==> config.mk <==
export PLATFORM = sky130hd
export DESIGN_NAME = ex_div_flat
export DESIGN_NICKNAME = d
export VERILOG_FILES = /design/src/rtl/ex_div_if.sv /design/src/rtl/ex_div.sv /design/src/flat_wrapper.sv
export SDC_FILE = /design/constraint.sdc
export NUM_CORES = 1
export LEC_CHECK = 0
export CELL_PAD_IN_SITES_DETAIL_PLACEMENT = 1
export CELL_PAD_IN_SITES_GLOBAL_PLACEMENT = 1
export CORE_MARGIN = 2
export CORE_UTILIZATION = 53
export CTS_CLUSTER_DIAMETER = 60
export CTS_CLUSTER_SIZE = 14
export DETAILED_ROUTE_END_ITERATION = 10
export DONT_BUFFER_PORTS = 1
export PLACE_DENSITY = 0.95
export SKIP_CTS_REPAIR_TIMING = 1
export SLEW_MARGIN = 20
export SYNTH_ARGS = -nofsm -noshare
export SYNTH_HDL_FRONTEND = slang
export SYNTH_SLANG_ARGS = --single-unit
==> constraint.sdc <==
create_clock -name clk -period 13.55 [get_ports clk]
set_input_delay 2.71 -clock clk [delete_from_list [all_inputs] [get_ports clk]]
set_output_delay 2.71 -clock clk [all_outputs]
set_load 0.03 [all_outputs]
==> src/rtl/ex_div_if.sv <==
// Interface bundling the EX-stage divider request/response signals.
// master: EX stage driving operands and control; slave: the divider.
interface ex_div_if #(
    parameter int DATA_W = 32
);
    logic                  start_i;
    logic                  annul_i;
    logic                  signed_i;
    logic [DATA_W-1:0]     dividend_i;
    logic [DATA_W-1:0]     divisor_i;
    logic [2*DATA_W-1:0]   result_o;
    logic                  ready_o;
    logic                  busy_o;

    modport master (
        output start_i, annul_i, signed_i, dividend_i, divisor_i,
        input  result_o, ready_o, busy_o
    );

    modport slave (
        input  start_i, annul_i, signed_i, dividend_i, divisor_i,
        output result_o, ready_o, busy_o
    );
endinterface

==> src/rtl/ex_div.sv <==
// ex_div: iterative radix-2 restoring divider for RV32M DIV/DIVU/REM/REMU.
// Operands are converted to magnitudes at launch, one quotient bit is
// produced per cycle, and signs are fixed up when the result is loaded.
// result_o = {remainder, quotient}.
// Optional build macro DIV_ZERO_FAST_EN: a zero divisor skips the
// iterations and goes straight to DONE with the divide-by-zero result.
module ex_div #(
    parameter int DATA_W = 32,
    parameter int CNT_W  = 6
) (
    input  logic        clk,
    input  logic        rst,
    ex_div_if.slave     bus
);

    typedef enum logic [1:0] {
        ST_IDLE = 2'd0,
        ST_BUSY = 2'd1,
        ST_DONE = 2'd2
    } state_e;

    localparam logic [CNT_W-1:0]  LAST_STEP = CNT_W'(DATA_W - 1);
    localparam logic [DATA_W-1:0] ALL_ONES  = {DATA_W{1'b1}};
    localparam logic [DATA_W-1:0] ZERO_W    = {DATA_W{1'b0}};

    // Two's-complement negation of a DATA_W value.
    function automatic logic [DATA_W-1:0] neg_w(input logic [DATA_W-1:0] v);
        return (~v) + DATA_W'(1);
    endfunction

    // Magnitude of an operand; only negative values of a signed op are flipped.
    function automatic logic [DATA_W-1:0] mag_w(input logic [DATA_W-1:0] v,
                                                input logic             sgn);
        return (sgn && v[DATA_W-1]) ? neg_w(v) : v;
    endfunction

    // Final {remainder, quotient} with sign correction or divide-by-zero values.
    function automatic logic [2*DATA_W-1:0] fix_result(
        input logic [DATA_W-1:0] r,
        input logic [DATA_W-1:0] q,
        input logic              qneg,
        input logic              rneg,
        input logic              dz,
        input logic [DATA_W-1:0] dvnd
    );
        logic [DATA_W-1:0] qf;
        logic [DATA_W-1:0] rf;
        if (dz) begin
            qf = ALL_ONES;
            rf = dvnd;
        end else begin
            qf = qneg ? neg_w(q) : q;
            rf = rneg ? neg_w(r) : r;
        end
        return {rf, qf};
    endfunction

    state_e                state_q, state_d;
    logic [CNT_W-1:0]      cnt_q, cnt_d;
    logic [DATA_W-1:0]     rem_q, rem_d;
    logic [DATA_W-1:0]     quo_q, quo_d;
    logic [DATA_W-1:0]     dvsr_q, dvsr_d;
    logic [DATA_W-1:0]     dvnd_q, dvnd_d;
    logic                  qneg_q, qneg_d;
    logic                  rneg_q, rneg_d;
    logic                  dz_q, dz_d;
    logic [2*DATA_W-1:0]   result_q, result_d;
    logic                  ready_q, ready_d;
    logic                  busy_q, busy_d;

    // One shift-subtract step: the shifted remainder needs DATA_W+1 bits.
    logic [DATA_W:0]       rem_sh_s;
    logic                  ge_s;
    logic [DATA_W-1:0]     step_rem_s;
    logic [DATA_W-1:0]     step_quo_s;

    // Datapath for a single restoring-division iteration.
    always_comb begin
        rem_sh_s   = {rem_q, quo_q[DATA_W-1]};
        ge_s       = (rem_sh_s >= {1'b0, dvsr_q});
        step_quo_s = {quo_q[DATA_W-2:0], ge_s};
        if (ge_s) begin
            // True difference is below 2^DATA_W, so modular subtraction is exact.
            step_rem_s = rem_sh_s[DATA_W-1:0] - dvsr_q;
        end else begin
            step_rem_s = rem_sh_s[DATA_W-1:0];
        end
    end

    // Next-state logic for the IDLE/BUSY/DONE controller and its datapath regs.
    always_comb begin
        state_d  = state_q;
        cnt_d    = cnt_q;
        rem_d    = rem_q;
        quo_d    = quo_q;
        dvsr_d   = dvsr_q;
        dvnd_d   = dvnd_q;
        qneg_d   = qneg_q;
        rneg_d   = rneg_q;
        dz_d     = dz_q;
        result_d = result_q;
        ready_d  = ready_q;

        if (bus.annul_i) begin
            // A flush outranks everything; result_o keeps its last value.
            state_d = ST_IDLE;
            ready_d = 1'b0;
        end else begin
            case (state_q)
                ST_IDLE: begin
                    ready_d = 1'b0;
                    if (bus.start_i) begin
                        rem_d   = ZERO_W;
                        quo_d   = mag_w(bus.dividend_i, bus.signed_i);
                        dvsr_d  = mag_w(bus.divisor_i, bus.signed_i);
                        qneg_d  = bus.signed_i & (bus.dividend_i[DATA_W-1] ^ bus.divisor_i[DATA_W-1]);
                        rneg_d  = bus.signed_i & bus.dividend_i[DATA_W-1];
                        dz_d    = (bus.divisor_i == ZERO_W);
                        dvnd_d  = bus.dividend_i;
                        cnt_d   = {CNT_W{1'b0}};
                        state_d = ST_BUSY;
`ifdef DIV_ZERO_FAST_EN
                        if (bus.divisor_i == ZERO_W) begin
                            state_d  = ST_DONE;
                            result_d = {bus.dividend_i, ALL_ONES};
                            ready_d  = 1'b1;
                        end else begin
                            state_d  = ST_BUSY;
                        end
`endif
                    end else begin
                        state_d = ST_IDLE;
                    end
                end
                ST_BUSY: begin
                    rem_d = step_rem_s;
                    quo_d = step_quo_s;
                    cnt_d = cnt_q + CNT_W'(1);
                    if (cnt_q == LAST_STEP) begin
                        state_d  = ST_DONE;
                        result_d = fix_result(step_rem_s, step_quo_s, qneg_q, rneg_q, dz_q, dvnd_q);
                        ready_d  = 1'b1;
                    end else begin
                        state_d  = ST_BUSY;
                    end
                end
                ST_DONE: begin
                    // Stay here while start_i is held so a held request never relaunches.
                    if (bus.start_i) begin
                        state_d = ST_DONE;
                        ready_d = 1'b1;
                    end else begin
                        state_d = ST_IDLE;
                        ready_d = 1'b0;
                    end
                end
                default: begin
                    state_d = ST_IDLE;
                    ready_d = 1'b0;
                end
            endcase
        end

        busy_d = (state_d == ST_BUSY);
    end

    // State and datapath registers with asynchronous active-low reset.
    always_ff @(posedge clk or negedge rst) begin
        if (!rst) begin
            state_q  <= ST_IDLE;
            cnt_q    <= {CNT_W{1'b0}};
            rem_q    <= ZERO_W;
            quo_q    <= ZERO_W;
            dvsr_q   <= ZERO_W;
            dvnd_q   <= ZERO_W;
            qneg_q   <= 1'b0;
            rneg_q   <= 1'b0;
            dz_q     <= 1'b0;
            result_q <= {(2*DATA_W){1'b0}};
            ready_q  <= 1'b0;
            busy_q   <= 1'b0;
        end else begin
            state_q  <= state_d;
            cnt_q    <= cnt_d;
            rem_q    <= rem_d;
            quo_q    <= quo_d;
            dvsr_q   <= dvsr_d;
            dvnd_q   <= dvnd_d;
            qneg_q   <= qneg_d;
            rneg_q   <= rneg_d;
            dz_q     <= dz_d;
            result_q <= result_d;
            ready_q  <= ready_d;
            busy_q   <= busy_d;
        end
    end

    assign bus.result_o = result_q;
    assign bus.ready_o  = ready_q;
    assign bus.busy_o   = busy_q;

endmodule

==> src/flat_wrapper.sv <==
// flat-port wrapper written by rule: the top's interface ports become plain ports
module ex_div_flat 
#(
    parameter int DATA_W = 32,
    parameter int CNT_W  = 6
)
  (clk, rst, bus_start_i, bus_annul_i, bus_signed_i, bus_dividend_i, bus_divisor_i, bus_result_o, bus_ready_o, bus_busy_o);
  ex_div_if #(.DATA_W(DATA_W)) bus_i ();
  input  logic clk;
  input  logic rst;
  input wire logic [$bits(bus_i.start_i)-1:0] bus_start_i;
  input wire logic [$bits(bus_i.annul_i)-1:0] bus_annul_i;
  input wire logic [$bits(bus_i.signed_i)-1:0] bus_signed_i;
  input wire logic [$bits(bus_i.dividend_i)-1:0] bus_dividend_i;
  input wire logic [$bits(bus_i.divisor_i)-1:0] bus_divisor_i;
  output wire logic [$bits(bus_i.result_o)-1:0] bus_result_o;
  output wire logic [$bits(bus_i.ready_o)-1:0] bus_ready_o;
  output wire logic [$bits(bus_i.busy_o)-1:0] bus_busy_o;
  assign bus_i.start_i = bus_start_i;
  assign bus_i.annul_i = bus_annul_i;
  assign bus_i.signed_i = bus_signed_i;
  assign bus_i.dividend_i = bus_dividend_i;
  assign bus_i.divisor_i = bus_divisor_i;
  assign bus_result_o = bus_i.result_o;
  assign bus_ready_o = bus_i.ready_o;
  assign bus_busy_o = bus_i.busy_o;
  ex_div #(.DATA_W(DATA_W), .CNT_W(CNT_W)) u_core (.clk(clk), .rst(rst), .bus(bus_i));
endmodule
==> results.sh <==
export IMPL_ys_seq_elements=205
export IMPL_die_x_um=163
export IMPL_peakVddDrop_v=0.000124
export IMPL_power_mw=1.83
export IMPL_pwr_share_clk_pct=32.1
export IMPL_worst_slew_pin_slew_ps=1020
export IMPL_max_cap_violations=0
export IMPL_start_util_pct=53.8
export IMPL_r2r_end="u_core.bus.result_o[62]"
export IMPL_min_to="u_core.dvsr_q[8]"
export IMPL_rsz0062_at_grt="false"
export IMPL_wl_um=47200
export IMPL_ys_warnings_count=0
export IMPL_tns_ps=0
export IMPL_htreeDepth=1
export IMPL_wire_per_inst_um=25.3
export IMPL_maxSlewHeadroom_pct=30.0
export IMPL_multi_input_comb_area_um2=7800
export IMPL_cts_buffers=21
export IMPL_netlist_area_um2=13500
export IMPL_p_switching_mw=0.658
export IMPL_hp_start="u_core.dvsr_q[8]"
export IMPL_setup_worst_path_class="reg2reg"
export IMPL_clk_path_buf_depth=3
export IMPL_ys_types=80
export IMPL_worstSkewPairLatency_ps=530
export IMPL_max_freq_mhz=164
export IMPL_ant_nets=0
export IMPL_hold_class="reg2reg"
export IMPL_clkSlewWorstSetupHoldPaths_ps=70
export IMPL_setup_viol=0
export IMPL_grt_pass1_vias=13434
export IMPL_clock_sinks=205
export IMPL_finalCritPeriodShare_pct=45.1
export IMPL_ff2ff_setup_slack_ps=7440
export IMPL_cts_tree="built"
export IMPL_cp_data_required_time_ps=13940
export IMPL_finalWorstSetupSlack_ps=7440
export IMPL_holdPathStages=2
export IMPL_rows=58
export IMPL_min_period_ps=6110
export IMPL_p_sw_share_pct=35.9
export IMPL_dpl_hpwl_um=31500
export IMPL_numPlacedInstances=1831
export IMPL_finalInstanceArea_um2=14300
export IMPL_first_iter_violations=1343
export IMPL_reg2regPathDepth=20
export IMPL_dieHeight_um=163
export IMPL_regArea_um2=5130
export IMPL_grt_start_max_net_pins=206
export IMPL_place_gp_congestion=0.908
export IMPL_seqPwrFrac_pct=42.7
export IMPL_root_buffer="clkbuf_16"
export IMPL_stdcell_count=1864
export IMPL_syn_nets=1686
export IMPL_synth_cells=1575
export IMPL_grt_pass1_wl_um=73800
export IMPL_drc=0
export IMPL_ioPinCount=135
export IMPL_place_ws_ps=7510
export IMPL_area_delta_synth_final_pct=6.35
export IMPL_vias_per_cell=6.83
export IMPL_finalHoldViolations=0
export IMPL_skew_ps=29.5
export IMPL_overflow=0
export IMPL_yosysSeqAreaShare_pct=38.1
export IMPL_layout_drive_gt1_share_pct=7.11
export IMPL_nets=1636
export IMPL_num_vias=12736
export IMPL_grt_total_usage_pct=35.1
export IMPL_async_reset_ff_share_pct=100
export IMPL_r2r_start="u_core.rem_q[9]"
export IMPL_cp_max_fo=32
export IMPL_crit_arrival_ps=6500
export IMPL_synth_main_ff_cell="dfrtp_1"
export IMPL_pwr_share_comb_pct=25.2
export IMPL_slew_viol_final=0
export IMPL_syn_avg_cell_area_um2=8.55
export IMPL_placed_area_um2=13600
export IMPL_synth_edff_count=0
export IMPL_io_buffer_count=0
export IMPL_p_leak_nw=5.99
export IMPL_end_kind="flip-flop"
export IMPL_drt_pass1_iter_count=6
export IMPL_nFillCells=2936
export IMPL_power_internal_mw=1.17
export IMPL_cellPowerDensity_nw_per_um2=128
export IMPL_setup_worst_path_start_class="flip-flop"
export IMPL_fp_coreArea_um2=25000
export IMPL_antennaDiodeCount=0
export IMPL_die_area_um2=26700
export IMPL_status="finished, final reports clean"
export IMPL_antenna_found_initial=0
==> worst max path at each step <==
stage,start,endpoint,slack [ps],cells past startpoint
3_3_place_gp,bus_divisor_i[4],u_core.dvsr_q[28],7640,10
5_1_grt,u_core.rem_q[9],u_core.bus.result_o[62],6980,20
2_1_floorplan,bus_divisor_i[4],u_core.dvsr_q[28],7870,10
3_5_place_dp,bus_divisor_i[4],u_core.dvsr_q[30],7510,10
6_report,u_core.rem_q[9],u_core.bus.result_o[62],7440,20
4_1_cts,u_core.rem_q[12],u_core.bus.result_o[62],7610,20
==> registers in the layout, summed over array words and instances, names as in the netlist, 2 cells and up <==
register             count
u_core.dvnd_q           32
u_core.rem_q            32
u_core.dvsr_q           32
u_core.bus.result_o     64
u_core.state_q           2
u_core.cnt_q             6
u_core.quo_q            32
==> synthesized netlist by cell type, types with 8 or more instances <==
| cell | count | share of area, % |
|---|---|---|
| and2_1 | 11 | 0.51 |
| dfrtp_1 | 205 | 38 |
| a211oi_1 | 12 | 0.67 |
| mux2_2 | 30 | 2.5 |
| a21o_1 | 10 | 0.56 |
| o41ai_1 | 11 | 0.72 |
| clkbuf_1 | 67 | 1.9 |
| ha_1 | 41 | 3.8 |
| and3_1 | 19 | 0.88 |
| nand3_1 | 16 | 0.59 |
| mux2i_1 | 30 | 2.2 |
| nand4_1 | 15 | 0.70 |
| inv_1 | 57 | 1.6 |
| buf_1 | 9 | 0.25 |
| o21ai_0 | 148 | 5.5 |
| nor3_1 | 23 | 0.85 |
| nor2_1 | 137 | 3.8 |
| a21oi_1 | 146 | 5.4 |
| o211ai_1 | 12 | 0.67 |
| xnor2_1 | 58 | 3.8 |
| nand2_1 | 175 | 4.9 |
| o31ai_1 | 28 | 1.6 |
| xor2_1 | 86 | 5.6 |
| or4_1 | 20 | 1.1 |
| or3_1 | 11 | 0.51 |
| a31oi_1 | 18 | 0.84 |
| nand2b_1 | 14 | 0.65 |
| o22ai_1 | 28 | 1.3 |
| buf_2 | 8 | 0.30 |
| nor4_1 | 16 | 0.74 |
==> worst max-delay path: stages (launching register included) <==
cell and delay (ps):
dfrtp_1 460, ha_1 550, a21oi_1 220, o21ai_0 440, nand4_1 230, nand3_1 180
a31oi_1 100, buf_4 200, nor2_2 90, buf_4 440, inv_1 240, a21oi_1 320
ha_1 250, nand2_1 80, or3_1 390, nand4b_1 280, o2bb2ai_1 360, nor3_2 450
nor3b_1 320, mux2i_1 250, a21oi_1 100
==> cells in the final DEF, fill, tap and decap left out, types with 7 or more instances in the layout <==
cell / netlist / routed
nand2_1: 175 / 175
o31ai_1: 28 / 28
a2111oi_0: 7 / 7
nor3_1: 23 / 23
o211ai_1: 12 / 12
nand3b_1: 7 / 7
or3_1: 11 / 10
a211oi_1: 12 / 12
nand2b_1: 14 / 14
xor2_1: 86 / 86
xnor2_1: 58 / 58
inv_1: 57 / 57
o21ai_1: 7 / 7
and2_1: 11 / 11
clkbuf_16: 0 / 21
a21oi_1: 146 / 145
mux2_2: 30 / 30
or4_1: 20 / 20
a21o_1: 10 / 9
o22ai_1: 28 / 28
o41ai_1: 11 / 11
and3_1: 19 / 19
dfrtp_1: 205 / 203
o21a_1: 7 / 7
ha_1: 41 / 41
nor2_1: 137 / 135
nand3_1: 16 / 16
mux2i_1: 30 / 30
buf_4: 0 / 11
nand4_1: 15 / 15
nor4_1: 16 / 16
o21ai_0: 148 / 148
a31oi_1: 18 / 18
==> layer usage <==
layer  GRT usage (%)  routed length (um)  vias up
met1            42.6               17800     6311
met3            7.29                4010      200
met4            16.2                2360        0
met5               0                   0        -
li1                -                   -     5550
met2            59.8               23000      675
==> cell families after synthesis <==
group                      after synthesis  synth area share, %
and+or+nand+nor                        498                 18.0
AOI/OAI and AO/OA                      482                 21.7
DFF                                    205                 38.1
xor gates and xnor gates               144                 9.36
buffers and inverters                  143                 4.12
muxes                                   61                 4.85
adders and majority gates               42                 3.96
==> final cells by class <==
type	count	area share, %
Timing Repair Buffer	12	0.716
Clock buffer	25	3.98
Inverter	58	1.52
Tap cell	330	2.88
Clock inverter	7	0.594
Sequential cell	205	35.8
Multi-Input combinational cell	1227	54.5
==> power groups by stage <==
stage               registers [mW]  logic [mW]  clock network (mW)
floorplan                    0.756       0.342                   0
global placement             0.777       0.412                   0
detailed placement           0.785       0.438                   0
CTS                          0.778       0.453               0.589
global route                 0.788       0.504               0.615
finish                       0.782       0.462               0.589
==> through the flow <==
step / hold slack [ps] / util [%]
floorplan: 450 / -
global placement: 466 / 54.5
detailed placement: 474 / 54.5
CTS: 488 / 57.1
global route: 503 / 57.2
finish: 482 / 57.2
(Power assumes the default switching activity.)
